`src/rtl/remote_pkg.sv`:
```
// rtl/remote_pkg.sv - shared types and constants for the remote arming sequence
package remote_pkg;

    typedef enum logic [1:0] {
        LOW   = 2'd0,
        HIGH  = 2'd1,
        TRAIL = 2'd2,
        ARMED = 2'd3
    } arm_state_t;

    typedef enum logic [1:0] {
        LO  = 2'd0,
        MID = 2'd1,
        HI  = 2'd2
    } sample_class_t;

    localparam logic [7:0] DEF_LOW_THRESH  = 8'd15;
    localparam logic [7:0] DEF_HIGH_THRESH = 8'd240;
    localparam logic [5:0] CNT_MAX         = 6'd63;

    function automatic logic [5:0] cnt_sat_inc(input logic [5:0] c);
        return (c == CNT_MAX) ? c : c + 6'd1;
    endfunction

endpackage

```
`src/rtl/remote_arm_detector_if.sv`:
```
// rtl/remote_arm_detector_if.sv - sample/control/status bundle of the arm detector
interface remote_arm_detector_if;
    logic       sample_valid;
    logic [7:0] channel;
    logic       disarm;
    logic       armed;
    logic       arm_pulse;
    logic       seq_error;
    logic [2:0] state_dbg;

    modport master (
        output sample_valid, channel, disarm,
        input  armed, arm_pulse, seq_error, state_dbg
    );

    modport slave (
        input  sample_valid, channel, disarm,
        output armed, arm_pulse, seq_error, state_dbg
    );
endinterface

```
`src/rtl/channel_classifier.sv`:
```
// rtl/channel_classifier.sv - combinational LO/MID/HI classification of one channel sample
module channel_classifier
    import remote_pkg::*;
(
    input  logic [7:0]    channel,
    input  logic [7:0]    low_thresh,
    input  logic [7:0]    high_thresh,
    output sample_class_t sample_class
);

    // Inclusive thresholds; anything strictly between them is MID.
    always_comb begin
        sample_class = MID;
        if (channel <= low_thresh)
            sample_class = LO;
        else if (channel >= high_thresh)
            sample_class = HI;
    end

endmodule

```
`src/rtl/remote_arm_detector.sv`:
```
// rtl/remote_arm_detector.sv - recognises low-hold / high-hold / low-trail arming pattern
module remote_arm_detector
    import remote_pkg::*;
#(
    parameter int unsigned HOLD_LEN    = 12,
    parameter int unsigned MAX_HOLD    = 24,
    parameter int unsigned TRAIL_LEN   = 4,
    parameter logic [7:0]  LOW_THRESH  = DEF_LOW_THRESH,
    parameter logic [7:0]  HIGH_THRESH = DEF_HIGH_THRESH
)
(
    input  logic                  clock,
    input  logic                  reset_n,
    remote_arm_detector_if.slave  rx
);

    localparam logic [5:0] HOLD_C  = 6'(HOLD_LEN);
    localparam logic [5:0] MAX_C   = 6'(MAX_HOLD);
    localparam logic [5:0] TRAIL_C = 6'(TRAIL_LEN);

    arm_state_t    state;
    logic [5:0]    cnt;
    logic [5:0]    cnt_inc;
    logic          armed_q;
    logic          arm_pulse_q;
    logic          seq_error_q;
    sample_class_t cls;

    channel_classifier u_classifier (
        .channel      (rx.channel),
        .low_thresh   (LOW_THRESH),
        .high_thresh  (HIGH_THRESH),
        .sample_class (cls)
    );

    assign cnt_inc = cnt_sat_inc(cnt);

    // Sequence FSM: disarm overrides everything, otherwise advance only on valid samples.
    always_ff @(posedge clock or negedge reset_n) begin
        if (!reset_n) begin
            state       <= LOW;
            cnt         <= 6'd0;
            armed_q     <= 1'b0;
            arm_pulse_q <= 1'b0;
            seq_error_q <= 1'b0;
        end else begin
            arm_pulse_q <= 1'b0;
            seq_error_q <= 1'b0;
            if (rx.disarm) begin
                state   <= LOW;
                cnt     <= 6'd0;
                armed_q <= 1'b0;
            end else if (rx.sample_valid) begin
                case (state)
                    LOW: begin
                        case (cls)
                            LO: cnt <= cnt_inc;
                            HI: begin
                                if (cnt >= HOLD_C) begin
                                    state <= HIGH;
                                    cnt   <= 6'd1;
                                end else begin
                                    cnt <= 6'd0;
                                end
                            end
                            default: cnt <= 6'd0;
                        endcase
                    end
                    HIGH: begin
                        case (cls)
                            HI: begin
                                if (cnt_inc > MAX_C) begin
                                    state       <= LOW;
                                    cnt         <= 6'd0;
                                    seq_error_q <= 1'b1;
                                end else begin
                                    cnt <= cnt_inc;
                                end
                            end
                            LO: begin
                                cnt <= 6'd1;
                                if (cnt >= HOLD_C) begin
                                    if (TRAIL_C == 6'd1) begin
                                        state       <= ARMED;
                                        armed_q     <= 1'b1;
                                        arm_pulse_q <= 1'b1;
                                    end else begin
                                        state <= TRAIL;
                                    end
                                end else begin
                                    // The aborting LO already counts toward a new low hold.
                                    state       <= LOW;
                                    seq_error_q <= 1'b1;
                                end
                            end
                            default: begin
                                state       <= LOW;
                                cnt         <= 6'd0;
                                seq_error_q <= 1'b1;
                            end
                        endcase
                    end
                    TRAIL: begin
                        if (cls == LO) begin
                            cnt <= cnt_inc;
                            if (cnt_inc == TRAIL_C) begin
                                state       <= ARMED;
                                armed_q     <= 1'b1;
                                arm_pulse_q <= 1'b1;
                            end
                        end else begin
                            state       <= LOW;
                            cnt         <= 6'd0;
                            seq_error_q <= 1'b1;
                        end
                    end
                    default: ;
                endcase
            end
        end
    end

    assign rx.armed     = armed_q;
    assign rx.arm_pulse = arm_pulse_q;
    assign rx.seq_error = seq_error_q;
    assign rx.state_dbg = {1'b0, state};

endmodule

```
`src/flat_wrapper.sv`:
```
// flat-port wrapper written by rule: the top's interface ports become plain ports
module remote_arm_detector_flat import remote_pkg::*;
#(
    parameter int unsigned HOLD_LEN    = 12,
    parameter int unsigned MAX_HOLD    = 24,
    parameter int unsigned TRAIL_LEN   = 4,
    parameter logic [7:0]  LOW_THRESH  = DEF_LOW_THRESH,
    parameter logic [7:0]  HIGH_THRESH = DEF_HIGH_THRESH
)
  (clock, reset_n, rx_sample_valid, rx_channel, rx_disarm, rx_armed, rx_arm_pulse, rx_seq_error, rx_state_dbg);
  remote_arm_detector_if rx_i ();
  input  logic clock;
  input  logic reset_n;
  input wire logic [$bits(rx_i.sample_valid)-1:0] rx_sample_valid;
  input wire logic [$bits(rx_i.channel)-1:0] rx_channel;
  input wire logic [$bits(rx_i.disarm)-1:0] rx_disarm;
  output wire logic [$bits(rx_i.armed)-1:0] rx_armed;
  output wire logic [$bits(rx_i.arm_pulse)-1:0] rx_arm_pulse;
  output wire logic [$bits(rx_i.seq_error)-1:0] rx_seq_error;
  output wire logic [$bits(rx_i.state_dbg)-1:0] rx_state_dbg;
  assign rx_i.sample_valid = rx_sample_valid;
  assign rx_i.channel = rx_channel;
  assign rx_i.disarm = rx_disarm;
  assign rx_armed = rx_i.armed;
  assign rx_arm_pulse = rx_i.arm_pulse;
  assign rx_seq_error = rx_i.seq_error;
  assign rx_state_dbg = rx_i.state_dbg;
  remote_arm_detector #(.HOLD_LEN(HOLD_LEN), .MAX_HOLD(MAX_HOLD), .TRAIL_LEN(TRAIL_LEN), .LOW_THRESH(LOW_THRESH), .HIGH_THRESH(HIGH_THRESH)) u_core (.clock(clock), .reset_n(reset_n), .rx(rx_i));
endmodule
```
`config.mk`:
```
export PLATFORM = sky130hd
export DESIGN_NAME = remote_arm_detector_flat
export DESIGN_NICKNAME = d
export VERILOG_FILES = /design/src/rtl/remote_pkg.sv /design/src/rtl/remote_arm_detector_if.sv /design/src/rtl/channel_classifier.sv /design/src/rtl/remote_arm_detector.sv /design/src/flat_wrapper.sv
export SDC_FILE = /design/constraint.sdc
export NUM_CORES = 1
export LEC_CHECK = 0
export CORE_AREA = 2 2 55 57
export DETAILED_ROUTE_END_ITERATION = 16
export DIE_AREA = 0 0 57 59
export PLACE_DENSITY_LB_ADDON = 0.2
export REMOVE_ABC_BUFFERS = 1
export SKIP_LAST_GASP = 1
export SYNTH_ARGS = -nofsm -noshare
export SYNTH_HDL_FRONTEND = slang
export SYNTH_HIERARCHICAL = 1
export SYNTH_SLANG_ARGS = --single-unit
```
`constraint.sdc`:
```
create_clock -name clock -period 5.1 [get_ports clock]
set_input_delay 1.02 -clock clock [delete_from_list [all_inputs] [get_ports clock]]
set_output_delay 1.02 -clock clock [all_outputs]
set_load 0.01 [all_outputs]
```
==> metrics, run 1 <==
max cap viols=0; n_diodes=0; Max clock buf depth=2; worst reg2reg setup slack=2570 ps; R2R Path Start=u_core/cnt[0]; cell count after synthesis=184; YS warnings=6; crit path kind=input pin to flip-flop; PD cells=136 nW/um2; Die Area=3360 um2; actual slew at the worst max-slew pin=between 800 and 900 ps; leading cell types by total area after synthesis=dfrtp_1 (19%), ha_1 (18%), inv_1 (6.7%); Final nets=247; reg-to-reg endpoint=u_core/state[0]; global-route wire length before repair=5.66 mm; total grt overflow=0; DP HPWL=2.56 mm; post-CTS resize count=0; Max transition margin=46.4%; #FFs+latches synth=11; Syn Area/Cell=7.86 um2; Crit path required time=5260 ps; TritonRoute pass-1 iters=4; Num CTS Buffers=3; Synth cell types=55; Reg2Reg Depth=8; CP Capture Type=flip-flop; Setup Skew=0.281 ps; CTS tree=built; largest net degree at the start of global routing=12; GR Util met1=between 20% and 30%; Hold Path Cell Cnt=2; Ports=18; Global Route Usage Sum=20.9%; Hold Startpoint=u_core/rx.armed; root buffer cell=clkbuf_4; clock-pin slew on the worst setup and hold paths=70 ps; met3 Resource Use GR=4.37%; die height=a little under 60 um; crit path time final=about 3800 ps; clk sink count=11; drt drc=0; Post-Syn Area=around 1400 um2; layout cells sized above 1=7.04%; postcts setup bufs=0; setup tns final=0 ps; Final Cycle Share=73.6%; Max Slew Vio Count=0; share of the synthesized area in the top cell type=a little under a fifth; H-tree depth=1; via count=1361; proportion of synthesized chip area in sequential cells=19.0%; IO buf count=16; Post-synth EDFFs=0; Worst Path Max Fanout=7; largest area contributor in the synthesized netlist=dfrtp_1; top-count cell post-synth=inv_1; async set-reset flop share out of synthesis=100%; gpl congestion=0.904; Startpoint Class=input pin; leakage=0.755 nW; Setup violations, final=0; DR iter-0 viols=between 60 and 70; f_max=0.266 GHz; Peak VDD IR=approximately 0.16 mV; DR vias/cell=5.58; row cnt=19; die width=57 um; worst hold margin=515 ps; Antenna Nets Post-Route=0; antenna violations before repair=0; RSZ-0062 raised after global routing=false; Core Area=approximately 2700 um2; routed len/inst=12.8 um; Routed WL=between 3 and 4 mm; WHS Endpoint=u_core/rx.armed; min-delay worst type=flip-flop to flip-flop; GR peak layer=met2; Starting Density=53.4%; status=finished clean; most common library cells after synthesis=inv_1 (26), ha_1 (21), nor2_1 (18); prevailing post-synth register cell=dfrtp_1; # fillers=about 260; GR Layer Usage met2=36.5%; Clk Latency, worst-skew pair=~270 ps; vias in the first global route=roughly 1400; Synth-to-Final Area Change=16.4%; hold buffer count at cts=0; Worst Path Arrival=~4000 ps; Final Hold Fails=0
-- per-stage QoR --
step                      instance area (um2)  util [%]  setup WS [ps]  cells  total power [mW]
final                                    1680      62.1           1340    244             0.230
after global routing                     1680      62.1           1070    244             0.248
after CTS                                1680      62.1           1340    244             0.230
after detailed placement                 1660      61.2           1040    240             0.169
after global placement                   1660      61.2           1180    240             0.166
after floorplan                          1460         -           1790    193             0.145
-- flip-flops by register name, indices dropped and copies added, names as in the netlist --
| name | flops |
|---|---|
| u_core/state | 2 |
| u_core/cnt | 6 |
| u_core/rx.arm_pulse | 1 |
| u_core/rx.armed | 1 |
| u_core/rx.seq_error | 1 |
-- cells in the final DEF, fill, tap and decap left out, drive strengths merged, types with 2 or more instances in the layout --
cell type,n
nand4,2
a21oi,11
nor4,2
nand2,17
ha,21
nand3,4
and4,2
a221oi,2
o21ai,13
nor2,18
conb,17
clkbuf,4
o31ai,3
clkdlybuf4s50,16
nor3,3
inv,26
nand2b,3
and2,3
a211oi,5
a31o,2
a31oi,2
nor3b,2
a21o,2
dfrtp,11
-- final cells by class --
cell class / instances / area (um2) / area share (%)
Clock buffer: 4 / 26.3 / 1.56
Inverter: 26 / 97.6 / 5.79
Multi-Input combinational cell: 156 / 1090 / 64.5
Sequential cell: 11 / 275 / 16.3
Tap cell: 31 / 38.8 / 2.30
Timing Repair Buffer: 16 / 160 / 9.51
-- power breakdown --
part	internal (mW)	total (mW)	switching (mW)	leakage, nW
Combinational	0.0341	0.0768	0.0427	0.588
Clock	0.0303	0.0603	0.0300	0.0150
Sequential	0.0887	0.0925	0.00384	0.152
Total	0.153	0.230	0.0766	0.755
-- per-layer routing --
layer | wire [um] | share of wire [%]
met2 | 1560 | 50
met4 | 23 | 0.74
met1 | 1440 | 46
met5 | 0 | 0
met3 | 107 | 3.4
-- how the worst max path moves through the flow --
stage | startpoint | to | slack (ps) | depth (start not counted)
after floorplan | rx_channel[3] | u_core/state[0] | 1790 | 10
after global placement | rx_channel[5] | u_core/state[0] | 1180 | 11
after detailed placement | rx_channel[5] | u_core/state[0] | 1040 | 11
after CTS | rx_channel[5] | u_core/state[0] | 1340 | 11
after global routing | rx_channel[5] | u_core/cnt[0] | 1070 | 11
final | rx_channel[5] | u_core/state[0] | 1340 | 11
-- logic make-up after synthesis --
| logic type | share of synthesized area, % |
|---|---|
| simple gates | 23.4 |
| compound gates | 27.5 |
| buf+inv | 9.77 |
| fa+ha+maj | 18.2 |
| flops | 19.0 |
| other cells | 0.519 |
| xor+xnor | 0.606 |
| mux | 1.04 |
-- worst max-delay path, cell delays in order --
cell and delay, ps:
clkdlybuf4s50_1 500, ha_1 250, and4_1 220, nand4_1 90
o31ai_1 100, nor3b_1 680, and2b_1 260, o21ai_2 70
a21o_1 180, o221ai_2 210, mux2_4 320
Power figures use the tool's default switching activity.
==> run 2, diff against run 1 <==
Clock period 5.1 ns to 3.7 ns, I/O delays scaled along.
==> run 2 against run 1 <==
Die area unchanged. Sequential power increased by 38%. Final area increased by 0.74%. Utilization increased by 0.46 points. Critical endpoint unchanged.
==> metrics, run 2 (synthesized netlist as in run 1, its figures left out) <==
register area=275 um2 (unchanged); Reg2Reg Depth=8 (unchanged); vias in the first global route=1320 (-3.0%); f_max=0.290 GHz; Cell Area, Placed=1670 um2 (+0.45%); root buffer cell=clkbuf_4; Worst Path Arrival=3610 ps (-310 ps); Startpoint Class=input pin; Crit path required time=3860 ps (-1400 ps); clk sink count=11 (unchanged); status=finished clean; Most flops, register=u_core/cnt; Routed WL=3.27 mm (+4.3%); leakage=0.761 nW (+0.82%); Final nets=248 (+0.40%); Setup Skew=1.84 ps (+1.56 ps); routed len/inst=13.3 um (+3.9%); area of the multi-input gates=1090 um2 (+0.46%); Starting Density=53.4% (unchanged); Ports=18 (unchanged); actual slew at the worst max-slew pin=551 ps (-250 ps); CP Capture Type=flip-flop; max FFs per register=6 (unchanged); Global Route Usage Sum=21.3% (+0.36 points); global-route wire length before repair=5.71 mm (+0.74%); DR vias/cell=5.62 (+0.69%); Core Area=2710 um2 (unchanged); gpl congestion=0.926 (+2.4%); Die Area=3360 um2 (unchanged); CP max stage cell=nor4bb_1; CTS tree=built; max cap viols=0 (unchanged); TritonRoute pass-1 iters=4 (unchanged); Antenna Nets Post-Route=0 (unchanged); R2R Path Start=u_core/cnt[0]; Peak VDD IR=0.241 mV (+50%); Final Cycle Share=93.1%; antenna violations before repair=0 (unchanged); RSZ-0062 raised after global routing=false; Hold Startpoint=u_core/rx.armed; Clk Latency, worst-skew pair=270 ps (about the same); total grt overflow=0 (unchanged); drt drc=0 (unchanged); Num CTS Buffers=3 (unchanged); largest net degree at the start of global routing=12 (unchanged); n_diodes=0 (unchanged); most common cell after layout, fill and taps aside=inv_1; crit path kind=input pin to flip-flop; top flop regs=u_core/cnt x6, u_core/state x2; Max clock buf depth=2 (unchanged); row cnt=19 (unchanged); min-delay worst type=flip-flop to flip-flop; clock-pin slew on the worst setup and hold paths=70 ps (about the same); Hold Path Cell Cnt=2 (unchanged); CP cell instances=clkdlybuf4s50_1 -> ha_1 -> a211oi_1 -> nor2_1 -> nor4bb_1 -> nor3_2 -> and2b_1 -> o21ai_2 -> a21o_1 -> o221ai_2 -> mux2_4; most frequent cells in the layout=inv_1 (26), ha_1 (21), nor2_1 (18); H-tree depth=1 (unchanged); hold buffer count at cts=0 (unchanged); via count=1376 (+1.1%); Worst Path Max Fanout=6 (-1); IO buf count=16 (unchanged); die height=59 um (unchanged); crit path time final=3450 ps; layout cells sized above 1=7.94% (+0.90 points); Final Hold Fails=0 (unchanged); final std cell area, no fill=1700 um2 (+0.74%); die width=57 um (unchanged); DR iter-0 viols=82 (+24%); setup tns final=0 ps (unchanged); Setup violations, final=0 (unchanged); delay of the slowest cell on the worst path=520 ps (-160 ps); worst hold margin=511 ps (-3.90 ps); worst reg2reg setup slack=1140 ps (-1430 ps); # fillers=249 (-3.9%); DP HPWL=2.53 mm (-0.95%); Max transition margin=62.7% (+16 points); Max Slew Vio Count=0 (unchanged); PD cells=189 nW/um2 (+39%); reg-to-reg endpoint=u_core/state[0]; WHS Endpoint=u_core/rx.armed; Synth-to-Final Area Change=17.3%
run 2: final cells by class:
type	count	area share [%]
Multi-Input combinational cell	156	64.3
Sequential cell	11	16.2
Timing Repair Buffer	17	9.88
Inverter	26	5.75
Tap cell	31	2.29
Clock buffer	4	1.55
run 2: per-layer routing:
metal  share of wire [%]  track usage, %
met1                  46            27.0
met2                  49            36.8
met4                 1.3            6.98
met5                   0               0
met3                 4.5            3.93
run 2: per-stage QoR:
stage               cells  setup slack, ps  power (mW)  utilization [%]
floorplan             193              666       0.200                -
detailed placement    241            -65.7       0.236             61.4
finish                245              254       0.321             62.6
global placement      241             59.5       0.232             61.4
CTS                   245              202       0.322             62.4
global route          245             51.2       0.347             62.6
run 2: worst max path at each step:
stage                        from              end  slack, ps
detailed placement  rx_channel[5]  u_core/state[0]        -70
global placement    rx_channel[5]  u_core/state[0]         60
finish              rx_channel[5]  u_core/state[0]        250
floorplan           rx_channel[3]  u_core/state[0]        670
global route        rx_channel[5]    u_core/cnt[0]         50
CTS                 rx_channel[5]  u_core/state[0]        200
run 2: repair_timing:
action	in CTS	in global routing
endpoints found under the setup margin	0	4
setup buffers	0	0
gates resized for setup	0	1
run 2: where the power goes:
part           switching [mW]  total [mW]  internal, mW
combinational          0.0608       0.111        0.0499
sequential            0.00557       0.128         0.122
clock                  0.0407      0.0825        0.0418
total                   0.107       0.321         0.214
run 2: critical path, delay by kind of cell:
kind,cells,cell delay (ps)
buf+inv,1,490
simple gates,4,1070
compound gates,4,750
mux,1,320
fa+ha+maj,1,240
